[src/rtl/bp_pkg.sv]
// Shared constants for the branch target buffer: direction-counter reset/allocate
// values and prediction-mode encodings.
package bp_pkg;

  localparam int BP_STATIC  = 0;
  localparam int BP_DYNAMIC = 1;

  function automatic int CTR_WEAK_NT(input int ctr_w);
    return (1 << (ctr_w - 1)) - 1;
  endfunction

  function automatic int CTR_WEAK_T(input int ctr_w);
    return 1 << (ctr_w - 1);
  endfunction

endpackage

[src/rtl/sat_counter_update.sv]
// Combinational next value of a W-bit up/down counter that saturates at 0 and all-ones.
module sat_counter_update #(
  parameter int W = 2
) (
  input  logic [W-1:0] ctr,
  input  logic         inc,
  input  logic         dec,
  output logic [W-1:0] nxt
);

  always_comb begin
    nxt = ctr;
    if (inc && !dec && (ctr != '1))
      nxt = ctr + W'(1);
    else if (dec && !inc && (ctr != '0))
      nxt = ctr - W'(1);
  end

endmodule

[src/rtl/branch_predictor_btb.sv]
// Direct-mapped branch target buffer with per-entry saturating direction counters,
// combinational lookup for IF, update and mispredict detection from ID, perf counters.
module branch_predictor_btb
  import bp_pkg::*;
#(
  parameter int PC_W    = 13,
  parameter int ENTRIES = 16,
  parameter int CTR_W   = 2,
  parameter int MODE    = 1,
  parameter int PERF_W  = 16
) (
  input  logic              CLK,
  input  logic              RST_n,
  input  logic [PC_W-1:0]   lk_pc,
  output logic              lk_hit,
  output logic              lk_taken,
  output logic [PC_W-1:0]   lk_target,
  input  logic              up_valid,
  input  logic [PC_W-1:0]   up_pc,
  input  logic              up_taken,
  input  logic [PC_W-1:0]   up_target,
  input  logic              up_pred_taken,
  input  logic [PC_W-1:0]   up_pred_target,
  output logic              mispredict,
  output logic [PC_W-1:0]   redirect_pc,
  output logic [PERF_W-1:0] perf_lookups,
  output logic [PERF_W-1:0] perf_mispred
);

  localparam int IDX_W = $clog2(ENTRIES);
  localparam int TAG_W = PC_W - IDX_W - 2;
  localparam logic [CTR_W-1:0] CTR_RST   = CTR_W'(CTR_WEAK_NT(CTR_W));
  localparam logic [CTR_W-1:0] CTR_ALLOC = CTR_W'(CTR_WEAK_T(CTR_W));
  localparam logic [PC_W-1:0]  PC_STEP   = PC_W'(4);

  typedef struct packed {
    logic             valid;
    logic [TAG_W-1:0] tag;
    logic [PC_W-1:0]  target;
    logic [CTR_W-1:0] ctr;
  } bp_entry_t;

  bp_entry_t btb_q [ENTRIES];

  logic [IDX_W-1:0]  lk_idx, up_idx;
  logic [TAG_W-1:0]  lk_tag, up_tag;
  logic              up_hit;
  logic [CTR_W-1:0]  up_ctr_nxt;
  logic [PERF_W-1:0] perf_lookups_nxt, perf_mispred_nxt;
  logic              unused_pc_bits;

  // Byte-offset bits never reach the table.
  assign unused_pc_bits = ^{lk_pc[1:0], up_pc[1:0]};

  assign lk_idx = lk_pc[IDX_W+1:2];
  assign lk_tag = lk_pc[PC_W-1:IDX_W+2];
  assign up_idx = up_pc[IDX_W+1:2];
  assign up_tag = up_pc[PC_W-1:IDX_W+2];

  assign lk_hit    = btb_q[lk_idx].valid && (btb_q[lk_idx].tag == lk_tag);
  assign lk_taken  = (MODE == BP_DYNAMIC) && lk_hit && btb_q[lk_idx].ctr[CTR_W-1];
  assign lk_target = lk_taken ? btb_q[lk_idx].target : lk_pc + PC_STEP;

  assign up_hit = btb_q[up_idx].valid && (btb_q[up_idx].tag == up_tag);

  assign mispredict  = up_valid &&
                       ((up_taken != up_pred_taken) ||
                        (up_taken && (up_pred_target != up_target)));
  assign redirect_pc = up_taken ? up_target : up_pc + PC_STEP;

  sat_counter_update #(.W(CTR_W)) u_dir_ctr (
    .ctr (btb_q[up_idx].ctr),
    .inc (up_taken),
    .dec (!up_taken),
    .nxt (up_ctr_nxt)
  );

  sat_counter_update #(.W(PERF_W)) u_perf_lookups (
    .ctr (perf_lookups),
    .inc (lk_hit),
    .dec (1'b0),
    .nxt (perf_lookups_nxt)
  );

  sat_counter_update #(.W(PERF_W)) u_perf_mispred (
    .ctr (perf_mispred),
    .inc (mispredict),
    .dec (1'b0),
    .nxt (perf_mispred_nxt)
  );

  always_ff @(posedge CLK or negedge RST_n) begin
    if (!RST_n) begin
      for (int i = 0; i < ENTRIES; i++)
        btb_q[i] <= '{valid: 1'b0, tag: '0, target: '0, ctr: CTR_RST};
      perf_lookups <= '0;
      perf_mispred <= '0;
    end else begin
      if (up_valid) begin
        if (up_hit) begin
          btb_q[up_idx].ctr <= up_ctr_nxt;
          if (up_taken)
            btb_q[up_idx].target <= up_target;
        end else if (up_taken) begin
          // Allocation evicts whatever aliased into this slot.
          btb_q[up_idx] <= '{valid: 1'b1, tag: up_tag, target: up_target, ctr: CTR_ALLOC};
        end
      end
      perf_lookups <= perf_lookups_nxt;
      perf_mispred <= perf_mispred_nxt;
    end
  end

endmodule

[config.mk]
export PLATFORM = sky130hd
export DESIGN_NAME = branch_predictor_btb
export DESIGN_NICKNAME = d
export VERILOG_FILES = /design/src/rtl/bp_pkg.sv /design/src/rtl/sat_counter_update.sv /design/src/rtl/branch_predictor_btb.sv
export SDC_FILE = /design/constraint.sdc
export NUM_CORES = 1
export LEC_CHECK = 0
export ABC_AREA = 1
export CORE_MARGIN = 2
export CORE_UTILIZATION = 58
export DETAILED_ROUTE_END_ITERATION = 10
export GPL_TIMING_DRIVEN = 0
export PLACE_DENSITY = 0.77
export SKIP_LAST_GASP = 1
export SYNTH_ARGS = -nofsm -noshare
export SYNTH_HDL_FRONTEND = slang
export SYNTH_HIERARCHICAL = 1
export SYNTH_SLANG_ARGS = --single-unit
[constraint.sdc]
create_clock -name CLK -period 8.4 [get_ports CLK]
set_input_delay 2.1 -clock CLK [delete_from_list [all_inputs] [get_ports CLK]]
set_output_delay 2.1 -clock CLK [all_outputs]
set_load 0.02 [all_outputs]
[Word-level counts from Yosys, hierarchy flattened]
Cells that the tools add are included.
Word-level totals
  register bits: 400
  logic and storage cells: 121
  output and inout port bits: 61
Cells by class
  eq/ne operators: 7
  order comparisons: 3
  muxes and demuxes: 22
  add/subtract/negate cells: 6
  bitwise logic cells: 2
  reductions and logical operators: 15
Operators with widths (number)
  $bwmux 368: 3
  $mux 368: 3
  $demux 23 s4: 3
  $bmux 23 s4: 2
  $mux 23: 5
  $add 16x1->16 const B: 2
  $ne 16x16->1 const B: 2
  $add 13x3->13 const B: 2
  $mux 13: 2
  $mux 15: 1
  $eq 7x7->1: 2
  $ne 13x13->1: 1
  $ge 5x5->1 const B: 2
  $logic_and 1x1->1: 10
  $not 4->5: 2
  $mux 2: 3
  $lt 5x1->1 const B: 1
  $reduce_bool 2->1: 2
  $add 2x1->2 const B: 1
  $ne 2x2->1 const B: 1
  $reduce_and 2->1: 1
  $sub 2x1->2 const B: 1
  $logic_not 1->1: 1
  $logic_or 1x1->1: 1
  $ne 1x1->1: 1

[Depth between registers and ports, before layout]
  depth in word-level cells: 12
  mapped depth: 23
  mapped depth without buffers: 20

[Hierarchy]
Netlist, hierarchy kept.
Modules (own cells, without submodules)
  branch_predictor_btb: times used 1, sequential area each 10029.6 sq um, cells each 2683, area an instance 20343.3 sq um
  sat_counter_update at u_perf_lookups ...: times used 2, sequential area each 0.0 sq um, cells each 251, area an instance 1181.1 sq um
  sat_counter_update at u_dir_ctr: times used 1, sequential area each 0.0 sq um, cells each 19, area an instance 98.8 sq um

[Worst setup path after synthesis]
No wires, ideal clock.
  path type: input-to-output
  start: input lk_pc[3]
  end: output lk_target[10]
  arrival time: 3.879 ns
  path slack: 2.421 ns
  cell stages on the path: 15
  path buffers: 3
  path through: buf_2 clkbuf_1 a21oi_1 o21ai_0 nand3_1 nand3_1 nand3_1 nand2_1 nand2_1 nor2_1 nand2_1 nor2_1 buf_2 nand3_1 nand2_1
On the way
  longest elaborated chain between the ends: 8
Ends and longest elaborated chain
  from (decl): line branch_predictor_btb.sv:14  | input logic [PC_W-1:0] lk_pc,
  $not 4->5 (implied by the code) *: line branch_predictor_btb.sv:60  | assign lk_hit = btb_q[lk_idx].valid && (btb_q[lk_idx].tag == lk_tag);
  $bmux 23 s4 *: line branch_predictor_btb.sv:60
  $mux 23 (implied by the code) * (2 in series): line branch_predictor_btb.sv:62  | assign lk_target = lk_taken ? btb_q[lk_idx].target : lk_pc + PC_STEP;
  $eq 7x7->1: line branch_predictor_btb.sv:60
  $logic_and 1x1->1 *: line branch_predictor_btb.sv:60
  net lk_hit: line branch_predictor_btb.sv:15  | output logic lk_hit,
  $logic_and 1x1->1 *: line branch_predictor_btb.sv:61  | assign lk_taken = (MODE == BP_DYNAMIC) && lk_hit && btb_q[lk_idx].ctr[CTR_W-1];
  $mux 13 *: line branch_predictor_btb.sv:62
  to (decl): line branch_predictor_btb.sv:17  | output logic [PC_W-1:0] lk_target,
The timed path passes the listed nets; every way through them passes the cells marked *. The select of a mux whose other input is x is not followed.

[Worst setup path in the final report]
  start: input lk_pc[2]
  end: output lk_target[8]
On the way
  longest elaborated chain between the ends: 8
Ends and longest elaborated chain (line)
  $not 4->5 (implied by the code): branch_predictor_btb.sv:60, branch_predictor_btb.sv:61, branch_predictor_btb.sv:62
  $bmux 23 s4: branch_predictor_btb.sv:60, branch_predictor_btb.sv:61, branch_predictor_btb.sv:62
  $mux 23 (implied by the code) (2 in series): branch_predictor_btb.sv:62
  $eq 7x7->1: branch_predictor_btb.sv:60
  $logic_and 1x1->1: branch_predictor_btb.sv:60
  $logic_and 1x1->1: branch_predictor_btb.sv:61
  $mux 13 *: branch_predictor_btb.sv:62
Every way passes the cells marked *; elsewhere a longest branch is shown, timed or not. The select of a mux whose other input is x is not followed.

==> key figures <==
Floorplan
  – # IOs: 118
  – Row cnt: 72
  – Chip Height: 202.3 microns
  – Die area: 0.04092 sq mm
  – Core box area: between 0.03 and 0.04 sq mm
  – Initial Util: 0.5887
  – Die Wd: 202.3 microns

STA
  – Max Freq: 0.1197 GHz
  – Tmin final: roughly 8400 ps
  – Setup violators final: 0
  – Worst hold slack: 460.9 ps
  – Clk_skew: 26.91 ps
  – Final Max Tran Viols: 0
  – Final hold violations: 0
  – Setup TNS: 0 ps
  – Worst-Margin Slew: 1413 ps
  – Slew HR: 0.05054
  – RSZ-0062 raised after global routing: false
  – Final worst path period share: 0.9943

Logic synthesis
  – Number of synthesized register bits: 400
  – Top cell type's share of synthesized area: 0.4214
  – Ys flop type: dfrtp_1
  – Post-synth cell types: between 40 and 50
  – Async SR Flop Fraction: 1.000
  – Largest family of logic cells by synthesized area: simple AND/OR/NAND/NOR gates
  – Xor/xnor share of the synthesized area: 0.01498
  – Post-synth EDFFs: 0
  – Adder-cell area share of the yosys netlist: 0.007681
  – Mapped Area: 0.02280 sq mm
  – Simple-gate portion of the synthesized area: 0.2635
  – Yosys top cell by area: dfrtp_1
  – Mux cell area share after synthesis: 0
  – Largest cells by area after synthesis: dfrtp_1 (42%), nand2_1 (16%), o21ai_0 (10%)
  – Area fraction in compound gates after synthesis: 0.1788
  – Most frequent cell after synthesis: nand2_1
  – Synthesis Warnings: 6
  – Syn Area/Cell: about 7 sq um
  – Register area share after synthesis: 0.4398
  – Synth top cells by count: nand2_1 (947), o21ai_0 (465), dfrtp_1 (384)
  – Mapped Cells: 3204

Routing
  – WL met1: 33230 microns
  – Vias: 23550
  – Vias per cell: 6.020
  – First DRT Iteration DRCs: 2905
  – Highest metal used: met4
  – # DRC: 0
  – Metal2 WL: 35240 microns
  – Antenna-violating nets left: 0
  – Post-Route WL: about 84000 microns
  – WL/cell: 21.52 microns
  – Met3 Routed Length: 12170 microns
  – TritonRoute pass-1 iters: 6

Worst setup path
  – CP startpoint: lk_pc[2]
  – Critical path type: primary input to output port
  – Reg2reg end: perf_lookups[11]
  – CP arrival: 6250 ps
  – CP Capture Type: output port
  – Worst setup SP type: primary input
  – Worst EP required: approximately 6300 ps
  – Reg2Reg Depth: 17
  – Critical path endpoint: lk_target[8]
  – Worst R2R Setup Slack: 5290 ps
  – Worst-path fanout max: 10
  – Crit Reg-Reg Startpoint: btb_q[224]

Power and ir drop
  – Pwr/cell area: about 250 mW/mm^2
  – Max rail drop VDD: 0.1959 mV
  – Leakage power: 12.55 nW

Cells and area
  – Area occupied by registers: around 0.01 sq mm
  – Final nets: between 3000 and 4000
  – Cell area after layout: 0.02620 sq mm
  – Layout cells sized above 1: 0.07484
  – Final cell count without fillers: 3912
  – Fill cells: about 3300
  – Antenna diodes: 0
  – Multi-input logic area: 0.01061 sq mm
  – P&R area growth vs syn: 14.91%

Placement
  – Detailed Place HPWL: 61480 microns
  – Port bufs: ~110
  – Cell count after placement: 3834
  – Routability Congestion: 1.010
  – Post-DP Area: 0.02462 sq mm

Clock network
  – Worst skew pair latency: 610 ps
  – CTS H-tree depth: 2
  – Clock Tree Root: clkbuf_16
  – Total CTS buffers: 43
  – Hold_buf cts: 0
  – Post-CTS Setup Bufs: 0
  – CTS Sinks: 400
  – CTS tree: done
  – Max clock buf depth: 3
  – Worst-path clk slew: approximately 60 ps

Global routing
  – First-pass GRT wire length: 128900 microns
  – GRT Util Overall: 0.4124
  – Remaining global-route overflow: 0
  – Antenna violations before repair: 0
  – Vias in the first global route: roughly 22000
  – Largest net degree at the start of global routing: 122

Run
  – Max cap viols: 0

Worst hold path
  – Hold Crit Class: register to register

Status
  – Status: finished, final reports clean
metrics by stage:
step                  util  total power, mW  setup WS (ps)
CTS                 0.6763            6.563          80.68
global placement    0.6334            4.379         -12070
detailed placement  0.6357            4.438          89.18
finish              0.6765            6.621          48.21
global route        0.6765            6.944          22.44
floorplan                -            3.776           2421
layout by cell type (no fill, tap or decap), types with 16 or more instances in the layout:
cell type	n
nor3_1	18
xor2_1	38
o21ai_0	465
buf_2	55
nand3_1	184
clkbuf_16	43
dfrtp_1	384
nand2_2	22
buf_4	18
dfstp_2	16
a21oi_1	230
clkdlybuf4s50_1	107
nor2_1	246
inv_1	283
nand2_1	947
clkbuf_1	107
per-layer routing:
layer | vias up | global-route usage
met5 | - | 0
met4 | 0 | 0.1874
met3 | 244 | 0.1193
met2 | 1594 | 0.5934
met1 | 11090 | 0.5774
li1 | 10630 | -
sequential cells by signal, indices dropped and copies added (netlist names):
name / count
perf_lookups: 16
btb_q: 368
perf_mispred: 16
cell type report:
class / instances / area share
multi-input combinational: 2294 / 0.4049
sequential: 400 / 0.3828
clock buffer: 56 / 0.04636
timing repair buffer: 111 / 0.04460
inverter: 302 / 0.04326
buffer: 209 / 0.03977
tap: 518 / 0.02473
clock inverter: 22 / 0.01366
critical path, cell delays in order:
cell and delay (ps):
clkdlybuf4s50_1 580, inv_2 230, buf_2 360, buf_2 340, clkbuf_1 460, clkbuf_1 600
nor2_1 100, o221ai_1 300, a311o_1 310, nand3_1 120, nand2_1 100, clkdlybuf4s50_1 620
cells by family after synthesis:
| kind of cell | count (synthesis) |
|---|---|
| xor+xnor | 39 |
| fa+ha+maj | 14 |
| simple gates | 1465 |
| flops | 400 |
| buf+inv | 511 |
| compound gates | 774 |
| other cells | 1 |
how the worst min path moves through the flow:
stage	end	startpoint	cells after the start
floorplan	btb_q[207]	btb_q[207]	2
global placement	btb_q[322]	btb_q[322]	2
detailed placement	btb_q[184]	btb_q[184]	2
CTS	btb_q[184]	btb_q[184]	2
global route	btb_q[253]	btb_q[253]	2
finish	btb_q[184]	btb_q[184]	2
power by group:
part | internal (mW) | leakage [nW] | switching [mW]
combinational | 0.665 | 6.92 | 1.19
sequential | 2.34 | 4.87 | 0.286
clock | 1.28 | 0.765 | 0.863
timing repair:
action	in CTS	in global routing
setup endpoints to repair	0	11
gates resized for setup	0	13
hold endpoints to repair	0	0
Note: power is estimated with default switching activity, not from simulation.
